==> src/rtl/clk_div_cfg_if.sv <==
// Ratio-change request channel for clk_div_ctrl.
// Valid/ready handshake plus a one-cycle error return.
interface clk_div_cfg_if #(
  parameter int W = 8
);
  logic         cfg_valid;
  logic [W-1:0] cfg_div;
  logic         cfg_ready;
  logic         cfg_err;

  modport master (
    output cfg_valid,
    output cfg_div,
    input  cfg_ready,
    input  cfg_err
  );

  modport slave (
    input  cfg_valid,
    input  cfg_div,
    output cfg_ready,
    output cfg_err
  );
endinterface

==> src/rtl/clk_div_ctrl.sv <==
// Programmable integer clock divider with glitch-free ratio switching.
// Ratio changes land on a period boundary followed by a forced-low gap.
module clk_div_ctrl #(
  parameter int CNT_W      = 8,
  parameter int DEF_DIV    = 3,
  parameter int MIN_DIV    = 2,
  parameter int GAP_CYCLES = 2
) (
  input  logic             clk_in,
  input  logic             rst,
  input  logic             en,
  clk_div_cfg_if.slave     cfg,
  output logic             sw_done,
  output logic             busy,
  output logic [CNT_W-1:0] cur_div,
  output logic             clk_en_out,
  output logic             clk_lvl_out
);

  localparam int GW = $clog2(GAP_CYCLES + 1) + 1;
  localparam logic [GW-1:0] GAP_LAST =
    GW'((GAP_CYCLES > 0) ? GAP_CYCLES - 1 : 0);

  typedef enum logic [2:0] {
    IDLE,
    RUN,
    DRAIN,
    GAP,
    STOP
  } state_t;

  state_t           state_q, state_d;
  logic [CNT_W-1:0] cnt_q, cnt_d;
  logic [CNT_W-1:0] cur_q, cur_d;
  logic [CNT_W-1:0] pend_q, pend_d;
  logic [GW-1:0]    gap_q, gap_d;
  logic             done_d, err_d;
  logic             accept, legal, last, active;
  logic [CNT_W-1:0] cnt_nxt;

  assign cfg.cfg_ready = !rst &&
    (state_q == IDLE || state_q == RUN);
  assign accept  = cfg.cfg_valid && cfg.cfg_ready;
  assign legal   = cfg.cfg_div >= CNT_W'(MIN_DIV);
  assign last    = cnt_q == cur_q - CNT_W'(1);
  assign cnt_nxt = last ? '0 : cnt_q + CNT_W'(1);
  assign busy    = state_q == DRAIN || state_q == GAP ||
                   state_q == STOP;
  // Periods keep running while a change drains or a stop completes
  assign active  = state_q == RUN || state_q == DRAIN ||
                   state_q == STOP;
  assign cur_div = cur_q;

  always_comb begin
    state_d = state_q;
    cnt_d   = cnt_q;
    cur_d   = cur_q;
    pend_d  = pend_q;
    gap_d   = gap_q;
    done_d  = 1'b0;
    err_d   = accept && !legal;
    case (state_q)
      IDLE: begin
        cnt_d = '0;
        if (accept && legal) begin
          cur_d  = cfg.cfg_div;
          done_d = 1'b1;
        end
        if (en) state_d = RUN;
      end
      RUN: begin
        cnt_d = cnt_nxt;
        if (accept && legal) begin
          pend_d  = cfg.cfg_div;
          state_d = DRAIN;
        end else if (!en) begin
          state_d = last ? IDLE : STOP;
        end
      end
      DRAIN: begin
        cnt_d = cnt_nxt;
        if (last) begin
          cur_d = pend_q;
          gap_d = '0;
          if (GAP_CYCLES == 0) begin
            done_d  = 1'b1;
            state_d = en ? RUN : IDLE;
          end else begin
            state_d = GAP;
          end
        end
      end
      GAP: begin
        gap_d = gap_q + GW'(1);
        if (gap_q == GAP_LAST) begin
          done_d  = 1'b1;
          state_d = en ? RUN : IDLE;
        end
      end
      STOP: begin
        cnt_d = cnt_nxt;
        if (last) state_d = IDLE;
      end
      default: state_d = IDLE;
    endcase
  end

  always_ff @(posedge clk_in) begin
    if (rst) begin
      state_q     <= IDLE;
      cnt_q       <= '0;
      cur_q       <= CNT_W'(DEF_DIV);
      pend_q      <= CNT_W'(DEF_DIV);
      gap_q       <= '0;
      sw_done     <= 1'b0;
      cfg.cfg_err <= 1'b0;
      clk_en_out  <= 1'b0;
      clk_lvl_out <= 1'b0;
    end else begin
      state_q     <= state_d;
      cnt_q       <= cnt_d;
      cur_q       <= cur_d;
      pend_q      <= pend_d;
      gap_q       <= gap_d;
      sw_done     <= done_d;
      cfg.cfg_err <= err_d;
      clk_en_out  <= active && cnt_q == '0;
      clk_lvl_out <= active && cnt_q < (cur_q >> 1);
    end
  end

endmodule
==> src/flat_wrapper.sv <==
// flat-port wrapper written by rule: the top's interface ports become plain ports
module clk_div_ctrl_flat 
#(
  parameter int CNT_W      = 8,
  parameter int DEF_DIV    = 3,
  parameter int MIN_DIV    = 2,
  parameter int GAP_CYCLES = 2
)
  (clk_in, rst, en, sw_done, busy, cur_div, clk_en_out, clk_lvl_out, cfg_cfg_valid, cfg_cfg_div, cfg_cfg_ready, cfg_cfg_err);
  clk_div_cfg_if cfg_i ();
  input  logic clk_in;
  input  logic rst;
  input  logic en;
  output logic sw_done;
  output logic busy;
  output logic [CNT_W-1:0] cur_div;
  output logic clk_en_out;
  output logic clk_lvl_out;
  input wire logic [$bits(cfg_i.cfg_valid)-1:0] cfg_cfg_valid;
  input wire logic [$bits(cfg_i.cfg_div)-1:0] cfg_cfg_div;
  output wire logic [$bits(cfg_i.cfg_ready)-1:0] cfg_cfg_ready;
  output wire logic [$bits(cfg_i.cfg_err)-1:0] cfg_cfg_err;
  assign cfg_i.cfg_valid = cfg_cfg_valid;
  assign cfg_i.cfg_div = cfg_cfg_div;
  assign cfg_cfg_ready = cfg_i.cfg_ready;
  assign cfg_cfg_err = cfg_i.cfg_err;
  clk_div_ctrl #(.CNT_W(CNT_W), .DEF_DIV(DEF_DIV), .MIN_DIV(MIN_DIV), .GAP_CYCLES(GAP_CYCLES)) u_core (.clk_in(clk_in), .rst(rst), .en(en), .cfg(cfg_i), .sw_done(sw_done), .busy(busy), .cur_div(cur_div), .clk_en_out(clk_en_out), .clk_lvl_out(clk_lvl_out));
endmodule
==> config.mk <==
export PLATFORM = sky130hd
export DESIGN_NAME = clk_div_ctrl_flat
export DESIGN_NICKNAME = d
export VERILOG_FILES = /design/src/rtl/clk_div_cfg_if.sv /design/src/rtl/clk_div_ctrl.sv /design/src/flat_wrapper.sv
export SDC_FILE = /design/constraint.sdc
export NUM_CORES = 1
export LEC_CHECK = 0
export BUFFER_PORTS_ARGS = -buffer_cell sky130_fd_sc_hd__clkbuf_2
export CAP_MARGIN = 20
export CORE_MARGIN = 2
export CORE_UTILIZATION = 35
export DETAILED_ROUTE_END_ITERATION = 12
export PLACE_DENSITY = 0.63
export SETUP_SLACK_MARGIN = 0.15
export SLEW_MARGIN = 0
export SYNTH_ARGS = -nofsm -noshare
export SYNTH_HDL_FRONTEND = slang
export SYNTH_SLANG_ARGS = --single-unit
==> constraint.sdc <==
create_clock -name clk_in -period 3 [get_ports clk_in]
set_input_delay 0.45 -clock clk_in [delete_from_list [all_inputs] [get_ports clk_in]]
set_output_delay 0.45 -clock clk_in [all_outputs]
set_load 0.01 [all_outputs]
==> impl_metrics.sql <==
INSERT INTO impl_metrics (metric_group, metric, value, unit) VALUES
('place', 'place.port_buffers', '25', ''),
('status', 'run_status', 'completed', ''),
('synthesis', 'synth_area', '0.00211', 'mm^2'),
('worst_setup_path', 'crit_start', 'u_core.cur_div[0]', ''),
('power', 'power_frac_seq', '45.6', '%'),
('cts', 'post_cts.repair.setup_buffers', '0', ''),
('die', 'die_y', '81.7', 'um'),
('power', 'clkPwrFrac', '33.5', '%'),
('synthesis', 'synth_top_cells_by_area', 'dfxtp_1, ha_1, mux2i_1', ''),
('power', 'leakage', '0.946', 'nW'),
('route', 'initialDrtViolationCount', '103', ''),
('worst_setup_path', 'reg2reg_from', 'u_core.cur_div[0]', ''),
('power', 'share_comb_of_total_power', '20.9', '%'),
('cts', 'cts_hold_buffers', '0', ''),
('synthesis', 'synth_simple_gate_area_share', '23.1', '%'),
('route', 'drcViolationCount', '0', ''),
('place', 'post-place-ws', '531', 'ps'),
('cells_and_area', 'fin_nets', '296', ''),
('worst_setup_path', 'list_of_cells_traversed_by_the_critical_path', 'inv_1 -> ha_1 -> xnor2_1 -> a311o_1 -> a2111oi_4 -> o211ai_2 -> a221oi_1 -> o21ai_1', ''),
('cells_and_area', 'antennaDiodeCount', '0', ''),
('global_route', 'vias_in_the_first_global_route', '1713', ''),
('cts', 'postCtsResizedCells', '0', ''),
('cells_and_area', 'layout_commonest_cell', 'dfxtp_1', ''),
('cts', 'num_cts_buffers', '5', ''),
('worst_setup_path', 'cp.arrival', '2640', 'ps'),
('route', 'num_vias', '1882', ''),
('sta', 'fin_skew', '6.50', 'ps'),
('sta', 'hold-worst-slack', '416', 'ps'),
('cts', 'skew_pair_late_insertion_delay', '290', 'ps'),
('cells_and_area', 'n_fill_cell', '609', ''),
('place', 'place_hpwl', '3690', 'um'),
('worst_setup_path', 'endpoint_type_of_the_worst_setup_path', 'register', ''),
('sta', 'slew_at_the_pin_closest_to_its_max_slew_limit', '526', 'ps'),
('synthesis', 'yosysWarnings', '0', ''),
('power', 'max-vdd-ir-drop', '233', 'uV'),
('cells_and_area', 'layout_common_cells', 'dfxtp_1, clkbuf_2, nand2_1', ''),
('die', 'num_rows', '28', ''),
('sta', 'slew_violations', '0', ''),
('worst_setup_path', 'setup.worst_path.start_class', 'register', ''),
('sta', 'grt_setup_unrepaired', 'false', ''),
('cts', 'clock_sink_count', '34', ''),
('synthesis', 'synth-compound-area-share', '24.3', '%'),
('min_path', 'hold_class', 'input pin to register', ''),
('synthesis', 'synth-edff-count', '0', ''),
('die', 'design.core.area', '0.00589', 'mm^2'),
('synthesis', 'yosys.area_share.xor_xnor', '4.38', '%'),
('synthesis', 'synth_cells', '248', ''),
('worst_setup_path', 'critPathSlowestCell', 'a2111oi_4', ''),
('die', 'die_outline_area', '0.00668', 'mm^2'),
('min_path', 'hp-start', 'cfg_cfg_div[4]', ''),
('worst_setup_path', 'worst-setup-path-type', 'register to register', ''),
('sta', 'fin_tns_setup', '0', 'ps'),
('synthesis', 'yosys_most_used_dff', 'dfxtp_1', ''),
('cells_and_area', 'instances_no_fill', '349', ''),
('place', 'dpl.cell_count', '341', ''),
('power', 'intPower', '0.000751', 'W'),
('place', 'gp_congestion', '0.828', ''),
('power', 'power_switching_share', '31.2', '%'),
('synthesis', 'adder_and_majority_cell_fraction_of_the_synthesized_area', '6.51', '%'),
('die', 'initial_standard_cell_utilization_of_the_core', '35.9', '%'),
('sta', 'period_share', '82.3', '%'),
('synthesis', 'synthesis.area_per_instance', '8.53', 'um^2'),
('sta', 'final_hold_viol_count', '0', ''),
('sta', 'setup_violation_total_in_the_final_timing_report', '0', ''),
('cts', 'clk_path_buf_depth', '2', ''),
('global_route', 'grt_first_pass_wirelength', '8400', 'um'),
('synthesis', 'largest_family_of_logic_cells_by_synthesized_area', 'compound AO/OA/AOI/OAI gates', ''),
('global_route', 'grt_usage', '16.3', '%'),
('die', 'i_o_pin_cnt', '26', ''),
('power', 'pwr_density_cell', '450', 'mW/mm^2'),
('global_route', 'grt_remaining_overflow', '0', '');
critical path, delay by kind of cell, from the launching register on:
kind | cells | cell delay [ps]
DFF | 1 | 430
xor gates and xnor gates | 1 | 120
AOI/OAI and AO/OA | 5 | 1430
buffers and inverters | 1 | 70
adders and majority gates | 1 | 300
final timing paths:
kind / cells after the start / slack, ps / to
hold / removal: 3 / 420 / u_core.pend_q[4]
hold reg to reg: 2 / 460 / u_core.pend_q[3]
setup / recovery: 8 / 530 / u_core.cur_div[0]
setup reg to reg: 8 / 530 / u_core.cur_div[0]
synthesized netlist by cell type (3+ instances only):
cell type,instances
dfxtp_1,34
nand2_1,21
nor2_1,17
nor3_1,17
inv_1,16
a21oi_1,13
nand3_1,13
ha_1,11
clkbuf_1,10
mux2i_1,9
nor4_1,8
xnor2_1,7
a211oi_2,6
a21o_1,6
nor2b_1,5
nand2b_1,4
o21ai_1,4
a2111oi_0,3
o21ai_0,3
flip-flops by register name (all words and copies together), names as in the netlist:
name and flops:
u_core.sw_done 1, u_core.cfg.cfg_err 1, u_core.clk_lvl_out 1, u_core.pend_q 8
u_core.gap_q 3, u_core.state_q 3, u_core.clk_en_out 1, u_core.cur_div 8
u_core.cnt_q 8
logic make-up after synthesis:
kind of cell / Yosys count
fa+ha+maj: 11
buf+inv: 29
compound gates: 59
flops: 34
mux: 9
xor+xnor: 9
simple gates: 97
cell type report:
cell class	count	area [um^2]	area share (%)
clock buffers	6	82.6	3.41
clock inverters	2	12.5	0.517
inverters	16	60.1	2.48
multi-input cells	185	1320	54.6
flip-flops and latches	34	681	28.1
well taps	75	93.8	3.87
repair buffers	31	170	7.02
power groups by stage:
stage	clock network [W]	registers, W	logic [W]
after floorplan	0	0.000504	0.000165
after global placement	0	0.000508	0.000226
after detailed placement	0	0.000509	0.000227
after CTS	0.000372	0.000498	0.000228
after global routing	0.000391	0.000501	0.000255
final	0.000365	0.000498	0.000228
stage by stage:
step                utilization (%)  area (um^2)  power [W]
finish                         41.2         2420    0.00109
global route                   41.2         2420    0.00115
CTS                            41.2         2420    0.00110
detailed placement             39.5         2330   0.000735
global placement               39.5         2330   0.000734
floorplan                         -         2110   0.000669
routing by layer:
metal	track usage [%]	vias up	routed length, um
met3	4.07	4	233
met4	3.50	0	18
met1	23.6	875	2510
li1	-	959	-
met5	0	-	0
met2	24.6	44	2270
No activity file was read; power rests on OpenSTA's default activity.
